**config.mk**
```make
export PLATFORM = sky130hd
export DESIGN_NAME = uart_tx_drain
export DESIGN_NICKNAME = d
export VERILOG_FILES = /design/src/rtl/uart_pkg.sv /design/src/rtl/uart_bit_timer.sv /design/src/rtl/uart_tx_drain.sv
export SDC_FILE = /design/constraint.sdc
export NUM_CORES = 1
export LEC_CHECK = 0
export BUFFER_PORTS_ARGS = -buffer_cell sky130_fd_sc_hd__buf_2
export CORE_ASPECT_RATIO = 0.6
export CORE_MARGIN = 4
export CORE_UTILIZATION = 40
export CTS_CLUSTER_SIZE = 20
export DETAILED_ROUTE_END_ITERATION = 7
export PLACE_DENSITY = 0.58
export SYNTH_ARGS = -nofsm -noshare
export SYNTH_HDL_FRONTEND = slang
export SYNTH_SLANG_ARGS = --single-unit
```
**constraint.sdc**
```tcl
create_clock -name clk_i -period 3.5 [get_ports clk_i]
set_input_delay 0.525 -clock clk_i [delete_from_list [all_inputs] [get_ports clk_i]]
set_output_delay 0.525 -clock clk_i [all_outputs]
set_load 0.005 [all_outputs]
```
**src/rtl/uart_pkg.sv**
```systemverilog
// Shared types and defaults for the UART transmit path.
//   uart_tx_state_t           : transmitter FSM states
//   UART_DEFAULT_CLKS_PER_BIT : 50 MHz system clock at 115200 baud
package uart_pkg;

    typedef enum logic [1:0] {
        StIdle,
        StStart,
        StData,
        StStop
    } uart_tx_state_t;

    localparam int unsigned UART_DEFAULT_CLKS_PER_BIT = 434;

endpackage

```
**src/rtl/uart_bit_timer.sv**
```systemverilog
// Bit-period timer for the UART transmitter.
// Counts 0 .. ClksPerBit-1 and wraps; restart_i holds/forces the count to 0.
//   clk_i      : system clock
//   reset_i    : synchronous active-high reset
//   restart_i  : zero the count (start of a new bit period next cycle)
//   bit_done_o : high on the last cycle of each bit period
module uart_bit_timer #(
    parameter int unsigned ClksPerBit = 434
) (
    input  logic clk_i,
    input  logic reset_i,
    input  logic restart_i,
    output logic bit_done_o
);

    localparam int unsigned CntW = (ClksPerBit > 1) ? $clog2(ClksPerBit) : 1;
    localparam logic [CntW-1:0] LastCnt = CntW'(ClksPerBit - 1);

    if (ClksPerBit < 2) begin : g_bad_cpb
        $error("uart_bit_timer: ClksPerBit must be at least 2");
    end

    logic [CntW-1:0] cnt_q, cnt_d;

    // Not gated by restart_i: the top level derives restart from bit_done.
    assign bit_done_o = (cnt_q == LastCnt);

    always_comb begin
        cnt_d = cnt_q + CntW'(1);
        if (restart_i || bit_done_o) begin
            cnt_d = '0;
        end
    end

    always_ff @(posedge clk_i) begin
        if (reset_i) begin
            cnt_q <= '0;
        end else begin
            cnt_q <= cnt_d;
        end
    end

endmodule

```
**src/rtl/uart_tx_drain.sv**
```systemverilog
// UART transmitter that drains a first-word-fall-through FIFO and sends
// 8N1/8N2 frames, back to back when data is waiting.
//   clk_i           : system clock
//   reset_i         : synchronous active-high reset
//   enable_i        : permits new frames; a frame in flight always completes
//   fifo_data_i     : FIFO head byte, valid while fifo_nonempty_i is high
//   fifo_nonempty_i : FIFO holds at least one byte
//   fifo_next_o     : pop strobe, one cycle per byte, same cycle as the latch
//   tx_o            : serial line, idle high (registered)
//   busy_o          : frame in progress (registered)
module uart_tx_drain
    import uart_pkg::*;
#(
    parameter int unsigned DataWidth  = 8,
    parameter int unsigned ClksPerBit = UART_DEFAULT_CLKS_PER_BIT,
    parameter int unsigned StopBits   = 1
) (
    input  logic                 clk_i,
    input  logic                 reset_i,
    input  logic                 enable_i,
    input  logic [DataWidth-1:0] fifo_data_i,
    input  logic                 fifo_nonempty_i,
    output logic                 fifo_next_o,
    output logic                 tx_o,
    output logic                 busy_o
);

    localparam int unsigned IdxW = (DataWidth > 1) ? $clog2(DataWidth) : 1;
    localparam logic [IdxW-1:0] IdxLast = IdxW'(DataWidth - 1);

    if (StopBits != 1 && StopBits != 2) begin : g_bad_stop
        $error("uart_tx_drain: StopBits must be 1 or 2");
    end

    uart_tx_state_t       state_q, state_d;
    logic [DataWidth-1:0] shift_q, shift_d;
    logic [IdxW-1:0]      idx_q, idx_d;
    logic                 stop_q, stop_d;
    logic                 tx_q, tx_d;
    logic                 busy_q, busy_d;

    logic bit_done;
    logic last_stop;
    logic frame_end;
    logic latch;
    logic restart;

    uart_bit_timer #(
        .ClksPerBit(ClksPerBit)
    ) u_bit_timer (
        .clk_i     (clk_i),
        .reset_i   (reset_i),
        .restart_i (restart),
        .bit_done_o(bit_done)
    );

    assign last_stop = (StopBits == 1) ? 1'b1 : stop_q;
    assign frame_end = (state_q == StStop) && bit_done && last_stop;
    // Gated by reset so a pending byte is never popped while held in reset.
    assign latch     = !reset_i && enable_i && fifo_nonempty_i &&
                       ((state_q == StIdle) || frame_end);
    // Timer sits at zero while idle so the start bit gets a full period.
    assign restart   = (state_q == StIdle) || latch;

    assign fifo_next_o = latch;
    assign tx_o        = tx_q;
    assign busy_o      = busy_q;

    always_comb begin
        state_d = state_q;
        shift_d = shift_q;
        idx_d   = idx_q;
        stop_d  = stop_q;
        unique case (state_q)
            StIdle: begin
                if (latch) begin
                    shift_d = fifo_data_i;
                    state_d = StStart;
                end
            end
            StStart: begin
                if (bit_done) begin
                    idx_d   = '0;
                    state_d = StData;
                end
            end
            StData: begin
                if (bit_done) begin
                    shift_d = shift_q >> 1;
                    if (idx_q == IdxLast) begin
                        stop_d  = 1'b0;
                        state_d = StStop;
                    end else begin
                        idx_d = idx_q + IdxW'(1);
                    end
                end
            end
            StStop: begin
                if (bit_done) begin
                    if (last_stop) begin
                        if (latch) begin
                            shift_d = fifo_data_i;
                            state_d = StStart;
                        end else begin
                            state_d = StIdle;
                        end
                    end else begin
                        stop_d = 1'b1;
                    end
                end
            end
            default: state_d = StIdle;
        endcase

        // Outputs are registered from next state so tx changes with the state.
        case (state_d)
            StStart: tx_d = 1'b0;
            StData:  tx_d = shift_d[0];
            default: tx_d = 1'b1;
        endcase
        busy_d = (state_d != StIdle);
    end

    always_ff @(posedge clk_i) begin
        if (reset_i) begin
            state_q <= StIdle;
            shift_q <= '0;
            idx_q   <= '0;
            stop_q  <= 1'b0;
            tx_q    <= 1'b1;
            busy_q  <= 1'b0;
        end else begin
            state_q <= state_d;
            shift_q <= shift_d;
            idx_q   <= idx_d;
            stop_q  <= stop_d;
            tx_q    <= tx_d;
            busy_q  <= busy_d;
        end
    end

endmodule

```
==> run metrics <==
result of the run=finished clean; Buf+Inv Stages, Crit Path=3; worst endpoint data arrival time=just over 2 ns; CP Class=reg -> out; number of instances resized during post-cts repair=0; Worst Skew=about 0.0018 ns; Final setup viols=0; global routing usage summed across all routing layers=14.6%; H-tree depth reported by CTS=1; syn avg cell area=between 9 and 10 sq um; area growth from synthesis to layout=8.64%; Finished Cell Area=~1400 sq um; instance area at placement=about 1300 sq um; number of buffers created by CTS=3; count of state elements after synthesis=24; Final Net Count=around 170; initial standard-cell utilization of the core=43.2%; antenna-violating nets left=0; count of routing violations after the opening detailed-route iteration=32; nets in the synthesized netlist=156; type of the worst min-delay path=reg -> reg; number of synthesized flops with an enable pin=0; share of flip-flops with an asynchronous set or reset=0%; CP dominant cell by count=sky130_fd_sc_hd__inv_1; Final Max Tran Viols=0; Min Clock Period, post-route=between 2 and 3 ns; first-pass GRT wire length=~4800 um; flip-flop cell with the highest count after synthesis=sky130_fd_sc_hd__dfxtp_1; min-delay src=idx_q[1]; unrepaired setup endpoints after global routing=false; DRC violation count after routing=0; remaining global-route overflow=0; number of placed I/O pins=15; number of standard-cell rows in the floorplan=15; largest vdd supply drop=216 uV; nature of the critical path startpoint=flop; post-CTS repair timing setup buffer count=0; share of cells above drive strength 1=22.1%; Pwr per Cell Area=between 300 and 400 nW/um^2; highest fanout seen on the critical path=10; ratio of routed vias to standard cells=roughly 5.7; headroom to the max-slew limit=between 50% and 60%; worst hold slack after final layout=approximately 0.46 ns; fmax=between 300 and 400 MHz; number of global-route vias before repair=between 1000 and 1500; post-cts hold buffer count=0; horizontal die dimension=~81 um; Via Count=about 1100; distinct cell type count of the synthesized netlist=43; cell family with the largest share of critical-path delay=simple AND/OR/NAND/NOR gates; routed length per placed instance=approximately 14 um; pin count of the biggest net entering global routing=22; synthesized netlist cell count=between 100 and 150; cells along the critical path=inv_1, ha_1, and4b_1, a31oi_1, nand2b_1, inv_1, buf_2; CORE AREA=2980 sq um; I/O Buffers=14; biggest cell delay along the critical path=0.36 ns; n_diodes=0; Die Outline Area=4220 sq um; number of iterations in the first detailed-routing pass=4; type of element capturing the critical path=primary output; maximum root-to-sink buffer count=2; weighted congestion at the end of routability-driven global placement=between 0.7 and 0.8; Critical R2R Launch=state_q[1]; initial antenna violation count=0; final setup TNS=0 ns; Synth Warn #=0; Num Clock Sinks=24; die extent in y=a little over 50 um; static leakage=0.518 nW; insertion delay to the later sink of the worst-skew pair=0.26 ns; CTS tree=built; total half-perimeter wirelength after legalization and detailed placement=roughly 2000 um; Layout Utilization=between 40% and 50%; Slew @ Worst Pin=0.629 ns; Req. time, crit path=between 2 and 3 ns; final hold violations=0; Clock Root Buffer=sky130_fd_sc_hd__clkbuf_8; cell type of the slowest stage on the worst timing path=sky130_fd_sc_hd__a31oi_1; clock-pin slew of the registers on the worst-case setup and hold paths=roughly 0.080 ns; max-cap check violation count=0; sequential area share after synthesis=about 37%; post-route fraction of the period consumed by the critical path=72.8%; summed instance area of the synthesized netlist=1290 sq um; DRT Wirelength=between 2000 and 3000 um; launching instance or port of the critical path=u_bit_timer.cnt_q[1]
[final timing paths]
check	endpoint	depth (start not counted)	slack, ns
setup / recovery	fifo_next_o	7	0.95
hold / removal	idx_q[1]	2	0.46
setup reg to reg	shift_q[3]	4	1.16
hold reg to reg	idx_q[1]	2	0.46
[Yosys cell counts, types with 2 or more instances]
cell / instances / area [sq um]
sky130_fd_sc_hd__inv_1: 5 / 18.8
sky130_fd_sc_hd__ha_1: 4 / 50.1
sky130_fd_sc_hd__o2111ai_1: 3 / 26.3
sky130_fd_sc_hd__buf_2: 2 / 10.0
sky130_fd_sc_hd__a311oi_1: 3 / 26.3
sky130_fd_sc_hd__xor2_1: 3 / 26.3
sky130_fd_sc_hd__nand3b_1: 3 / 22.5
sky130_fd_sc_hd__nor2_1: 15 / 56.3
sky130_fd_sc_hd__nor2b_1: 2 / 12.5
sky130_fd_sc_hd__a21oi_1: 6 / 30.0
sky130_fd_sc_hd__clkbuf_1: 3 / 11.3
sky130_fd_sc_hd__a211o_1: 2 / 17.5
sky130_fd_sc_hd__o21ba_2: 5 / 50.1
sky130_fd_sc_hd__buf_6: 4 / 45.0
sky130_fd_sc_hd__o211ai_1: 2 / 15.0
sky130_fd_sc_hd__a31oi_1: 3 / 18.8
sky130_fd_sc_hd__o221a_2: 5 / 56.3
sky130_fd_sc_hd__nor3_1: 4 / 20.0
sky130_fd_sc_hd__nand3_1: 7 / 35.0
sky130_fd_sc_hd__xnor2_1: 5 / 43.8
sky130_fd_sc_hd__o21ai_0: 2 / 10.0
sky130_fd_sc_hd__and3_1: 2 / 12.5
sky130_fd_sc_hd__dfxtp_1: 24 / 480
sky130_fd_sc_hd__nand2_1: 7 / 26.3
[area by class of cell]
class	count	area (sq um)
clock buffers	4	55.1
inverters	5	18.8
multi-input cells	102	723
well taps	42	52.6
flip-flops and latches	24	480
repair buffers	14	70.1
fillers	299	1580
[cells by family after synthesis]
kind of cell / synth area share [%]
multiplexers: 0.777
flip-flops: 37.3
buffers and inverters: 6.60
XOR/XNOR: 5.44
AO/OA/AOI/OAI: 24.0
AND/OR/NAND/NOR: 22.0
adder cells (fa/ha/maj): 3.88
[where the power goes]
group          leakage [nW]  internal (mW)  switching [mW]
sequential            0.195          0.279         0.00617
combinational         0.295         0.0205          0.0200
clock                0.0288          0.100          0.0876
[tightest hold or removal path: cells and delay by family (launching register included)]
kind | cells | cell delay, ns
flops | 1 | 0.32
simple gates | 1 | 0.05
compound gates | 1 | 0.05
[flip-flops by register name (all words and copies together) (netlist names)]
name and flops:
state_q 2, tx_o 1, shift_q 8, idx_q 3, busy_o 1, u_bit_timer.cnt_q 9
[cells in the final DEF, fill, tap and decap left out, drive strengths merged, types with 4 or more instances in the layout]
| master | count |
|---|---|
| buf | 14 |
| dfxtp | 24 |
| xnor2 | 5 |
| nor3 | 4 |
| nand2 | 7 |
| o21ba | 5 |
| inv | 5 |
| nand3 | 7 |
| clkbuf | 4 |
| nor2 | 15 |
| ha | 4 |
| o221a | 5 |
| a21oi | 6 |
[routing by layer]
metal | up-vias | wire length [um] | global-route usage, %
li1 | 536 | - | -
met1 | 531 | 1450 | 20.1
met2 | 29 | 1150 | 22.4
met3 | 2 | 149 | 4.67
met4 | 0 | 14 | 2.53
met5 | - | 0 | 0
[per-stage QoR]
stage          cells  power (mW)  setup slack [ns]
6_report         191       0.514             0.952
5_1_grt          191       0.540             0.776
4_1_cts          191       0.523             0.941
3_5_place_dp     187       0.332              1.25
3_3_place_gp     187       0.330              1.34
2_1_floorplan    140       0.318              1.55
Power figures use the tool's default switching activity.
